===== config.mk =====
export PLATFORM = sky130hd
export DESIGN_NAME = mem_access_unit
export DESIGN_NICKNAME = d
export VERILOG_FILES = /design/src/rtl/mem_access_unit.sv
export SDC_FILE = /design/constraint.sdc
export NUM_CORES = 1
export LEC_CHECK = 0
export CORE_MARGIN = 2
export CORE_UTILIZATION = 38
export DETAILED_ROUTE_END_ITERATION = 7
export PLACE_DENSITY = 0.76
export SETUP_SLACK_MARGIN = 0.4
export SLEW_MARGIN = 10
export SYNTH_ARGS = -nofsm -noshare
export SYNTH_HDL_FRONTEND = slang
export SYNTH_SLANG_ARGS = --single-unit

===== constraint.sdc =====
create_clock -name clk -period 2.9 [get_ports clk]
set_input_delay 0.725 -clock clk [delete_from_list [all_inputs] [get_ports clk]]
set_output_delay 0.725 -clock clk [all_outputs]
set_load 0.05 [all_outputs]

===== src/rtl/mem_access_unit.sv =====
// mem_access_unit: load/store controller between the MEM stage and a ram256x8 data memory
// Request side: req_valid/req_ready handshake; req_rw, req_size, req_se, req_addr, req_wdata.
// Response side: resp_valid one-cycle strobe; resp_rdata extended load data; resp_err.
// RAM side: ram_enable, ram_rw, ram_addr, ram_size, ram_din out; ram_dout in.
// Define MEM_ACCESS_ALIGN_CHECK_EN to reject misaligned halfword/word requests.
module mem_access_unit #(
  parameter int ADDR_W      = 8,
  parameter int WAIT_CYCLES = 1
) (
  input  logic              clk,
  input  logic              reset,
  input  logic              req_valid,
  output logic              req_ready,
  input  logic              req_rw,
  input  logic [1:0]        req_size,
  input  logic              req_se,
  input  logic [ADDR_W-1:0] req_addr,
  input  logic [31:0]       req_wdata,
  output logic              resp_valid,
  output logic [31:0]       resp_rdata,
  output logic              resp_err,
  output logic              ram_enable,
  output logic              ram_rw,
  output logic [ADDR_W-1:0] ram_addr,
  output logic [1:0]        ram_size,
  output logic [31:0]       ram_din,
  input  logic [31:0]       ram_dout
);
  typedef enum logic [1:0] {IDLE, ACCESS, RESP} state_t;
  state_t state, state_nx;
  logic rw, se, err, illegal, accept, done;
  logic [1:0] size;
  logic [ADDR_W-1:0] addr;
  logic [31:0] wdata, rdata, load;
  logic [3:0] cnt;
`ifdef MEM_ACCESS_ALIGN_CHECK_EN
  assign illegal = req_size == 2'b11 || (req_size == 2'b01 && req_addr[0]) ||
                   (req_size == 2'b10 && req_addr[1:0] != 2'b00);
`else
  assign illegal = req_size == 2'b11;
`endif
  assign accept     = state == IDLE && req_valid;
  assign done       = state == ACCESS && cnt == 4'd0;
  assign req_ready  = state == IDLE;
  assign resp_valid = state == RESP;
  assign ram_enable = state == ACCESS;
  assign ram_rw     = ram_enable && rw;
  assign ram_addr   = addr;
  assign ram_size   = size;
  assign ram_din    = size == 2'b00 ? {24'b0, wdata[7:0]} :
                      size == 2'b01 ? {16'b0, wdata[15:0]} : wdata;
  assign load       = size == 2'b00 ? {{24{se & ram_dout[7]}}, ram_dout[7:0]} :
                      size == 2'b01 ? {{16{se & ram_dout[15]}}, ram_dout[15:0]} : ram_dout;
  assign resp_rdata = rdata;
  assign resp_err   = err;
  always_ff @(posedge clk or posedge reset)
    if (reset) state <= IDLE;
    else state <= state_nx;
  always_comb begin
    state_nx = state;
    if (accept) state_nx = illegal ? RESP : ACCESS;
    else if (done) state_nx = RESP;
    else if (state == RESP) state_nx = IDLE;
  end
  always_ff @(posedge clk or posedge reset)
    if (reset) begin
      rw    <= 1'b0;
      se    <= 1'b0;
      size  <= 2'b00;
      addr  <= '0;
      wdata <= 32'b0;
      cnt   <= 4'd0;
      rdata <= 32'b0;
      err   <= 1'b0;
    end else begin
      if (accept) begin
        rw    <= req_rw;
        se    <= req_se;
        size  <= req_size;
        addr  <= req_addr;
        wdata <= req_wdata;
        cnt   <= 4'(WAIT_CYCLES - 1);
        if (illegal) begin
          rdata <= 32'b0;
          err   <= 1'b1;
        end
      end else if (state == ACCESS) cnt <= cnt - 4'd1;
      if (done) begin
        rdata <= rw ? 32'b0 : load;
        err   <= 1'b0;
      end
    end
endmodule


==> results.json <==
{
  "rsz0062_at_grt": "no",
  "place_hpwl_microns": 7197,
  "power_frac_seq": 0.492,
  "die_h_microns": 102.0,
  "grt_overflow": 0,
  "setup_viol": 0,
  "drc": 0,
  "p_int_uw": 1791,
  "layout-drive-gt1-share": 0.1281,
  "routed-via-count": 3205,
  "area_growth_pct": 58.02,
  "ant_nets": 0,
  "row_count": 35,
  "hold_viol": 0,
  "arrival_ns": 1.66,
  "syn_area_sq_mm": 0.003648,
  "synthCells": 379,
  "core_sq_mm": 0.009284,
  "outcome": "completed",
  "fmax_mhz": 418.7,
  "cts_sinks": 83,
  "synth_area_leaders": "dfrtp_1, nand2_1, a32o_1",
  "first_iter_violations": 104,
  "crit_slowest_cell": "clkdlybuf4s15_1",
  "p_sw_uw": 668.8,
  "wl_met1_microns": 3992,
  "drv_slew": 0,
  "power.leakage_uw": 0.002732,
  "synth_top_area_frac": 0.5693,
  "wl_per_cell_microns": 14.95,
  "tightestPinTransition_ns": 0.9698,
  "crit_path_end_kind": "output port",
  "critical_path_required_ns": 2.17,
  "grt_max_degree": 37,
  "top_layer_used": "met4",
  "ctsLongestPathBuffers": 2,
  "cp_slowest_stage_delay_ns": 0.50,
  "antenna_found_initial": 0,
  "crit_chain": "nand2b_1, inv_2, clkdlybuf4s15_1",
  "synthesis.nets": 459,
  "numCtsBuffers": 9,
  "powerDensity_mw_per_mm2": 426.7,
  "path_clk_slew_ns": 0.09,
  "grt_pass1_wl_microns": 15830,
  "whs_ns": 0.4734,
  "place.gp.congestion": 0.7469,
  "die_area_sq_mm": 0.01040,
  "nets": 606,
  "fp.dieW_microns": 102.0,
  "io_buffers": 157,
  "fin_skew_ns": 0.008163,
  "first_pass_iters": 4,
  "synth_top_area_cell": "dfrtp_1",
  "path_class": "flop to output port",
  "wl_met2_microns": 4968,
  "routed_via_density": 4.856,
  "antenna_cells": 0,
  "cts_tree": "yes",
  "routed-wl-met3_microns": 757,
  "grt_pass1_vias": 3231,
  "finalCriticalPeriod_ns": 2.388,
  "ys_ff_latch": 83,
  "swShare": 0.2719,
  "crit_path_max_fanout": 7,
  "wirelength_microns": 9867,
  "start_kind": "flop",
  "final_cell_mix": "nand2_1, clkdlybuf4s50_1, dfrtp_1, buf_12, a32o_1",
  "yosys_warnings": 0,
  "power_frac_clock": 0.352,
  "h-tree-depth": 3,
  "ios": 158,
  "clk_latency_ns": 0.35,
  "slew_headroom": 0.3534,
  "cts-root-buf": "clkbuf_8",
  "power.share.combinational": 0.156,
  "ir_drop_mv": 0.2341,
  "syn_area_per_cell_sq_um": 9.627,
  "initial_utilization": 0.3930,
  "layout_commonest_cell": "nand2_1",
  "synth-seq-area-share": 0.5693,
  "period_share": 0.8236,
  "cap_violations": 0,
  "hold_path.class": "flop to flop",
  "track_usage": 0.1951,
  "finalSetupTns_ns": 0,
  "reg2reg_slack_ns": 0.77,
  "synth.distinct_cells": 31
}
[critical path, delay by kind of cell (launching register included)]
family	cells	cell delay [ns]
flops	1	0.45
buf+inv	2	0.60
simple gates	1	0.27
[synthesized netlist by cell type]
cell      instances
buf_4             8
nor3b_1           1
ha_1              1
o22ai_1           1
a21o_1            2
a22oi_2           1
o21ai_1           3
nor4_1            1
a211oi_1          1
and4bb_1          1
or2_2             8
nor4b_4           1
a21oi_1          18
a22o_1            8
or3b_1            1
a32o_1           24
buf_6             3
clkbuf_1         10
inv_1            21
dfrtp_1          83
nand2b_1          1
mux2i_1           1
buf_2            11
mux2_1            1
inv_2             1
and2_1           18
clkinv_1          1
nor2b_1           9
nand2_1         133
nand3_1           2
nor2_1            4
[power groups by stage]
stage	registers [uW]	clock network, uW	logic [uW]
2_1_floorplan	1250	0	157
3_3_place_gp	1230	0	381
3_5_place_dp	1230	0	386
4_1_cts	1210	890	387
5_1_grt	1220	929	410
6_report	1210	867	383
[timing repair]
item	in CTS	in global routing
setup buffers	0	0
hold buffers	0	0
resized for setup	5	1
endpoints found under the setup margin	12	1
pin swaps	0	0
[routing by layer]
metal / GRT usage / vias up
met5: 0 / -
met4: 0.06872 / 0
met3: 0.05335 / 17
li1: - / 1519
met2: 0.3350 / 120
met1: 0.2369 / 1549
[kinds of logic after synthesis]
group	share of synthesized area
and+or+nand+nor	0.2215
muxes	0.005830
DFF	0.5693
adders and majority gates	0.003429
AOI/OAI and AO/OA	0.1252
buffers and inverters	0.07476
[flip-flops by register name, summed over array words and instances (netlist names)]
signal      flops
cnt             4
rw              1
ram_size        2
ram_addr        8
resp_err        1
wdata          32
state           2
se              1
resp_rdata     32
[layout make-up]
class	count	area, sq um
sequential	83	2078
timing repair buffer	168	1924
clock inverter	7	81.33
multi-input combinational	241	1306
fill	792	3518
inverter	23	90.09
tap	129	161.4
clock buffer	9	123.9
[per-stage QoR]
step	worst slack [ns]	instances	cell area (sq um)	util	total power [uW]
after floorplan	0.2951	379	3652	-	1408
after global placement	0.6249	644	5559	0.5988	1612
after detailed placement	0.5880	644	5559	0.5988	1619
after CTS	0.4596	660	5764	0.6209	2488
after global routing	0.4054	660	5766	0.6210	2556
final	0.5115	660	5766	0.6210	2460
[final timing paths]
path | start | cells past startpoint | end
min | wdata[21] | 2 | wdata[21]
max reg2reg | cnt[0] | 6 | resp_err
min reg2reg | wdata[21] | 2 | wdata[21]
max | state[1] | 3 | ram_enable
max in group asynchronous | reset | 3 | resp_rdata[28]
min in group asynchronous | reset | 2 | cnt[1]
No activity file was read; power rests on OpenSTA's default activity.
